===== src/rtl/ahbl_systick.sv =====
// AHB-Lite SysTick: 24-bit reloading down-counter behind a prescaler, CTRL/LOAD/VALUE/CALIB registers.
// Latency: zero-wait transfers; AHBL_SYSTICK_WS_EN adds exactly one wait state to every read.
// Backpressure: HREADYOUT drops only for that read wait state; HREADY gates address-phase capture.
module ahbl_systick #(
  parameter logic [31:0] CALIB_VAL = 32'h0000_0000
) (
  input  logic        HCLK,
  input  logic        HRESETn,
  input  logic        HSEL,
  input  logic [31:0] HADDR,
  input  logic [1:0]  HTRANS,
  input  logic [2:0]  HSIZE,
  input  logic        HWRITE,
  input  logic [31:0] HWDATA,
  input  logic        HREADY,
  output logic        HREADYOUT,
  output logic [31:0] HRDATA,
  output logic        HRESP,
  input  logic [23:0] SYSTICKCLKDIV,
  output logic        IRQ
);

  localparam logic [1:0] A_CTRL  = 2'd0;
  localparam logic [1:0] A_LOAD  = 2'd1;
  localparam logic [1:0] A_VALUE = 2'd2;

  logic        addr_acc;
  logic        dp_vld;
  logic        dp_write;
  logic [3:0]  dp_addr;
  logic [2:0]  dp_size;

  logic        enable;
  logic        tickint;
  logic        countflag;
  logic [23:0] load_q;
  logic [23:0] value_q;
  logic [23:0] pre_cnt;

  logic        tick;
  logic        rd_act;
  logic        rd_ctrl;
  logic        wr_act;
  logic        wr_ctrl;
  logic        wr_load;
  logic        wr_value;
  logic        cf_set;
  logic [3:0]  be;
  logic [23:0] wmask;
  logic [23:0] load_nxt;

  assign addr_acc = HSEL & HREADY & HTRANS[1];

  // Data-phase attributes only advance when the bus is ready, so they hold across a wait state.
  always_ff @(posedge HCLK or negedge HRESETn) begin
    if (!HRESETn) begin
      dp_vld   <= 1'b0;
      dp_write <= 1'b0;
      dp_addr  <= 4'd0;
      dp_size  <= 3'd0;
    end else if (HREADY) begin
      dp_vld   <= addr_acc;
      dp_write <= HWRITE;
      dp_addr  <= HADDR[3:0];
      dp_size  <= HSIZE;
    end
  end

`ifdef AHBL_SYSTICK_WS_EN
  typedef enum logic {S_IDLE, S_WAIT} state_t;
  state_t state;
  state_t state_nxt;
  logic   ready_c;

  always_ff @(posedge HCLK or negedge HRESETn) begin
    if (!HRESETn) state <= S_IDLE;
    else          state <= state_nxt;
  end

  always_comb begin
    state_nxt = state;
    ready_c   = 1'b1;
    case (state)
      S_IDLE: begin
        if (dp_vld && !dp_write) begin
          ready_c   = 1'b0;
          state_nxt = S_WAIT;
        end
      end
      S_WAIT:  state_nxt = S_IDLE;
      default: state_nxt = S_IDLE;
    endcase
  end

  assign HREADYOUT = ready_c;
  assign rd_act    = dp_vld & ~dp_write & (state == S_WAIT);
`else
  assign HREADYOUT = 1'b1;
  assign rd_act    = dp_vld & ~dp_write;
`endif

  assign wr_act   = dp_vld & dp_write;
  assign wr_ctrl  = wr_act & (dp_addr[3:2] == A_CTRL);
  assign wr_load  = wr_act & (dp_addr[3:2] == A_LOAD);
  assign wr_value = wr_act & (dp_addr[3:2] == A_VALUE);
  assign rd_ctrl  = rd_act & (dp_addr[3:2] == A_CTRL);

  always_comb begin
    be = 4'b0000;
    case (dp_size)
      3'd0:    be[dp_addr[1:0]] = 1'b1;
      3'd1:    be = dp_addr[1] ? 4'b1100 : 4'b0011;
      default: be = 4'b1111;
    endcase
  end

  assign wmask    = {{8{be[2]}}, {8{be[1]}}, {8{be[0]}}};
  assign load_nxt = (load_q & ~wmask) | (HWDATA[23:0] & wmask);

  always_ff @(posedge HCLK or negedge HRESETn) begin
    if (!HRESETn) begin
      enable  <= 1'b0;
      tickint <= 1'b0;
      load_q  <= 24'd0;
    end else begin
      if (wr_ctrl && be[0]) begin
        enable  <= HWDATA[0];
        tickint <= HWDATA[1];
      end
      if (wr_load) load_q <= load_nxt;
    end
  end

  // Prescaler free-runs; >= keeps it from running away if the divisor shrinks mid-count.
  assign tick = (pre_cnt >= SYSTICKCLKDIV);

  always_ff @(posedge HCLK or negedge HRESETn) begin
    if (!HRESETn)  pre_cnt <= 24'd0;
    else if (tick) pre_cnt <= 24'd0;
    else           pre_cnt <= pre_cnt + 24'd1;
  end

  always_ff @(posedge HCLK or negedge HRESETn) begin
    if (!HRESETn)              value_q <= 24'd0;
    else if (wr_value)         value_q <= 24'd0;
    else if (tick && enable)   value_q <= (value_q == 24'd0) ? load_q : value_q - 24'd1;
  end

  // A VALUE write pre-empts the decrement, so it also suppresses the 1->0 flag set.
  assign cf_set = tick & enable & (value_q == 24'd1) & ~wr_value;

  always_ff @(posedge HCLK or negedge HRESETn) begin
    if (!HRESETn) countflag <= 1'b0;
    else          countflag <= cf_set | (countflag & ~(rd_ctrl | wr_value));
  end

  always_comb begin
    HRDATA = 32'd0;
    if (rd_act) begin
      case (dp_addr[3:2])
        2'd0:    HRDATA = {15'd0, countflag, 14'd0, tickint, enable};
        2'd1:    HRDATA = {8'd0, load_q};
        2'd2:    HRDATA = {8'd0, value_q};
        default: HRDATA = CALIB_VAL;
      endcase
    end
  end

  assign HRESP = 1'b0;
  assign IRQ   = countflag & tickint;

  logic unused_ok;
  assign unused_ok = &{1'b0, HADDR[31:4], HTRANS[0], HWDATA[31:24], be[3]};

endmodule


===== config.mk =====
export PLATFORM = sky130hd
export DESIGN_NAME = ahbl_systick
export DESIGN_NICKNAME = d
export VERILOG_FILES = /design/src/rtl/ahbl_systick.sv
export SDC_FILE = /design/constraint.sdc
export NUM_CORES = 1
export LEC_CHECK = 0
export ABC_AREA = 1
export ABC_CLOCK_PERIOD_IN_PS = 2600
export CAP_MARGIN = 20
export CORE_MARGIN = 5
export CORE_UTILIZATION = 42
export CTS_CLUSTER_SIZE = 24
export DETAILED_ROUTE_END_ITERATION = 8
export PLACE_DENSITY = 0.72
export SLEW_MARGIN = 20
export SYNTH_ARGS = -nofsm -noshare
export SYNTH_HDL_FRONTEND = slang
export SYNTH_SLANG_ARGS = --single-unit

===== constraint.sdc =====
create_clock -name HCLK -period 2.6 [get_ports HCLK]
set_input_delay 0.39 -clock HCLK [delete_from_list [all_inputs] [get_ports HCLK]]
set_output_delay 0.39 -clock HCLK [all_outputs]
set_load 0.02 [all_outputs]

# == Yosys cells after proc, flatten, opt, wreduce, memory -nomap -nowiden ==
# Index checks and enable logic that the tools add are counted.
# op_classes
n_addsub,2
n_lt_le_gt_ge,3
eq_ne,4
mux,10
n_bitwise,22
n_reduce_logical,7
# op_table
operator,n
$mux W24,5
$pmux W24 S3,1
$and A24 B24 Y24,2
$add A24 B1 Y24 const B,1
$eq A24 B1 Y1 const B,1
$ge A24 B24 Y1,1
$logic_not A24 Y1,1
$not A24 Y24,1
$or A24 B24 Y24,1
$sub A24 B1 Y24 const B,1
$and A1 B1 Y1,13
$pmux W3 S2,1
$eq A3 B1 Y1 const B,1
$logic_and A1 B1 Y1,3
$logic_not A3 Y1,1
$lt A2 B3 Y1 const B,1
$mux W3,1
$not A1 Y1,3
$demux W1 S2,1
$eq A2 B1 Y1 const B,1
$eq A2 B2 Y1 const B,1
$ge A2 B1 Y1 const B,1
$logic_not A2 Y1,1
$or A1 B1 Y1,2
other kinds (2),2
# totals
register_bits,84
input_bits,98
output_inout_bits,35
word_cells,58

# == Longest topological paths before layout ==
# depth
depth_word,8
depth_mapped,15
depth_no_buf,14

# == Least setup slack after synthesis ==
# Ideal clock, no wire load.
# synth_timing
path_type,input-to-reg
from,input port SYSTICKCLKDIV[23]
to,register value_q[20]
setup_time_ns,0.118
t_arrival_ns,1.700
t_required_ns,2.482
setup_slack_ns,0.782
stages,14
n_path_buf,1
cell_sequence,inv_1 > ha_1 > nand2_1 > nor2_2 > nand2_1 > nor2_2 > nand3_1 > inv_1 > nand2_1 > nand2_2 > nand2_2 > buf_2 > nand3_1 > nand2_1
# synth_via
elab_chain_cells,3
# synth_lines
item,line_no,source
from (decl),19,"input logic [23:0] SYSTICKCLKDIV,"
$ge A24 B24 Y1,135,assign tick = (pre_cnt >= SYSTICKCLKDIV);
$logic_and A1 B1 Y1,146,else if (tick && enable) value_q <= (value_q == 24'd0) ? load_q : value_q - 24'd1;
$reduce_bool A2 Y1 (no line),--,
to (signal assigned),146,
to (decl),37,logic [23:0] value_q;
# No other way between the ends.
# A chain may end at the register's enable or synchronous reset.

# == Worst setup path after layout ==
# layout_timing
from,register dp_addr[2]
to,output port HRDATA[12]
# layout_via
elab_chain_cells,3
elab_cells_between_ends,5
classes_between,2 x eq/ne; 2 x mux; 1 x reduce/logical
# layout_lines
item,line_no,source
from (decl),30,logic [3:0] dp_addr;
from (signal assigned),64,dp_addr <= HADDR[3:0];
"$eq A2 B2 Y1, or another cell as far along",160,case (dp_addr[3:2])
$pmux W24 S3 (*),160,
$mux W24 (*),159,if (rd_act) begin
to (decl),17,"output logic [31:0] HRDATA,"
# Every way passes the cells marked *; elsewhere a longest branch is shown, timed or not.

==> results.cfg <==
[status]
outcome = finished, final reports clean

[finish]
antenna_cells = 0
drive_gt1_frac = 0.09903
final_common_cell = nand2_1
final_nets = 1050
final_cell_mix = nand2_1 (261), inv_1 (96), dfrtp_1 (83), nor2_1 (75), clkdlybuf4s50_1 (65)
stdcell_count = 1109
post-route-cell-area_um2 = 7438
synthToLayoutAreaGrowth_pct = 24.95

[timing]
timing.final.hold_violations = 0
max_slew.worst_pin.slew_ps = 766.6
relSlewSlack = 0.4882
fin_crit_sh = 0.9622
timing.hold.ws_ps = 80.53
max_freq_mhz = 399.7
slew_violations = 0
fin_crit_ps = 2502
final.setup.worst_slack_ps = 98.25
setup_viol = 0
fin_skew_ps = 7.123
rsz0062_at_grt = false

[critical_path]
worstPathMaxFanout = 19
worstReg2RegStart = pre_cnt[15]$_DFF_PN0_
ff2ff_path_depth = 12
worst_r2r_endpoint = value_q[20]$_DFFE_PN0P_
reg2reg_slack_ps = 450
required_ps = 2210
startpoint_type = flip-flop
criticalPathCategory = reg2out
cp-end-kind = primary output
cp.arrival_ps = 2110

[placed_design]
place_area_um2 = 7000
dpl.hpwl_um = 11550
place_inst = 1089
pre_cts_ws_ps = 11.32
numPortBuffers = 85
gp_congestion = 0.9178

[clock_network]
cts_tree = yes
clkTransAtPathRegs_ps = 60
clock_sinks = 84
cts_root_buf = clkbuf_16
cts_max_level = 3
cts-hold-fix-buffers = 0
numCtsBuffers = 9
cts_max_path_buffers = 2
insertion_delay_ps = 340

[global_routing]
grt_pass1_wl_um = 25520
grt_max_degree = 50
grt_usage = 0.1893
grt_pass1_vias = 5432
grt_overflow = 0
antenna_found_initial = 0

[synth]
ys_ff_latch = 84
synth_adder_area_share = 0.05885
syn_area_per_cell_um2 = 7.079
yosys.area_share.simple = 0.3621
synth.area.mux_share = 0.04351
synthFlopType = dfrtp_1
ys_seq_area_frac = 0.3531
synthXorXnorAreaFrac = 0.02501
synth-edff-count = 0
synth_cell_types = 40
synth_top_family_by_area = simple AND/OR/NAND/NOR gates
synth_compound_area_frac = 0.06095
synth_cells = 841
yosys_warnings = 0
async_reset_ff_frac = 1.000
synthesis.area_um2 = 5953

[routing]
wl_um = 15350
routedWlPerCell_um = 13.84
antenna_left = 0
vias = 5630
drt-pass1-iter-count = 5
post-route-drc-count = 0
drt_iter0_markers = 450
viasPerCell = 5.077

[power_and_ir_drop]
finalPower_w = 0.006853
ir_drop_mv = 0.4627
clock_power_share = 0.214
p_switching_w = 0.002998
leakagePower_nw = 3.995
switching_share = 0.4375
p_comb_frac = 0.466
p_int_w = 0.003854
power_per_cell_area_nw_per_um2 = 921.3
seq_power_share = 0.320

[worst_hold_path]
hp-class = in2async

[die]
initial_utilization = 0.4289
dieArea_um2 = 16660
ioPinCount = 133
core_um2 = 13880
die_h_um = 129.1
row_count = 43
die_w_um = 129.1

[run]
maxCapViolations = 0
[logic make-up after synthesis]
group / Yosys count
fa+ha+maj: 28
xor+xnor: 17
simple gates: 483
other cells: 2
compound gates: 70
flops: 84
buf+inv: 134
mux: 23
[worst max path at each step]
stage                              end  cells after the start  slack [ps]                    from
2_1_floorplan  value_q[20]$_DFFE_PN0P_                     14         780       SYSTICKCLKDIV[23]
3_3_place_gp       countflag$_DFF_PN0_                     14          60       SYSTICKCLKDIV[23]
3_5_place_dp   value_q[20]$_DFFE_PN0P_                     14          10       SYSTICKCLKDIV[23]
4_1_cts                      HRDATA[1]                      7         -30  dp_addr[3]$_DFFE_PN0P_
5_1_grt                     HRDATA[12]                      6           3  dp_addr[2]$_DFFE_PN0P_
6_report                    HRDATA[12]                      6         100  dp_addr[2]$_DFFE_PN0P_
[power by group through the flow]
stage	Combinational, W	Sequential, W	Clock, W
finish	0.00319	0.00219	0.00147
global route	0.00366	0.00225	0.00154
CTS	0.00318	0.00218	0.00150
detailed placement	0.00317	0.00220	0
global placement	0.00309	0.00219	0
floorplan	0.00250	0.00203	0
[critical path: stages, from the launching register on]
cell	delay, ps
dfrtp_1	440
inv_1	130
nor2_4	170
buf_6	200
nand2_1	60
a21oi_1	150
clkdlybuf4s50_1	620
[area by class of cell]
cell class / count / area (um2)
fill: 1303 / 6442
clock inverter: 6 / 111.4
sequential: 84 / 2103
timing repair buffer: 98 / 1056
tap: 180 / 225.2
multi-input combinational: 631 / 3332
timing repair inverter: 1 / 5.005
clock buffer: 10 / 229.0
inverter: 99 / 376.6
[per-layer routing]
metal,share of wire,track usage,wire [um]
met5,0,0,0
met2,0.47,0.3113,7153
met1,0.45,0.2517,6930
met4,0.023,0.06794,351
met3,0.060,0.03339,916
[synth_stat cells (all sizes together), types with 12 or more instances]
library cell / instances / area share
mux2: 23 / 0.044
nand2: 267 / 0.17
a21oi: 38 / 0.032
buf: 23 / 0.025
dfrtp: 84 / 0.35
nand3: 65 / 0.058
nor2: 98 / 0.076
o21ai: 27 / 0.023
ha: 28 / 0.059
inv: 98 / 0.062
nand4: 29 / 0.030
clkbuf: 12 / 0.0076
[through the flow]
| stage | utilization | TNS (ps) |
|---|---|---|
| 2_1_floorplan | - | 0 |
| 3_3_place_gp | 0.5043 | 0 |
| 3_5_place_dp | 0.5043 | 0 |
| 4_1_cts | 0.5290 | -38.36 |
| 5_1_grt | 0.5359 | 0 |
| 6_report | 0.5359 | 0 |
[repair_timing]
item	in CTS	in global routing
cloned	0	1
pin swaps	0	0
endpoints found under the setup margin	14	23
resized for setup	2	24
endpoints found under the hold margin	0	0
setup buffers	0	3
(Power assumes the default switching activity.)
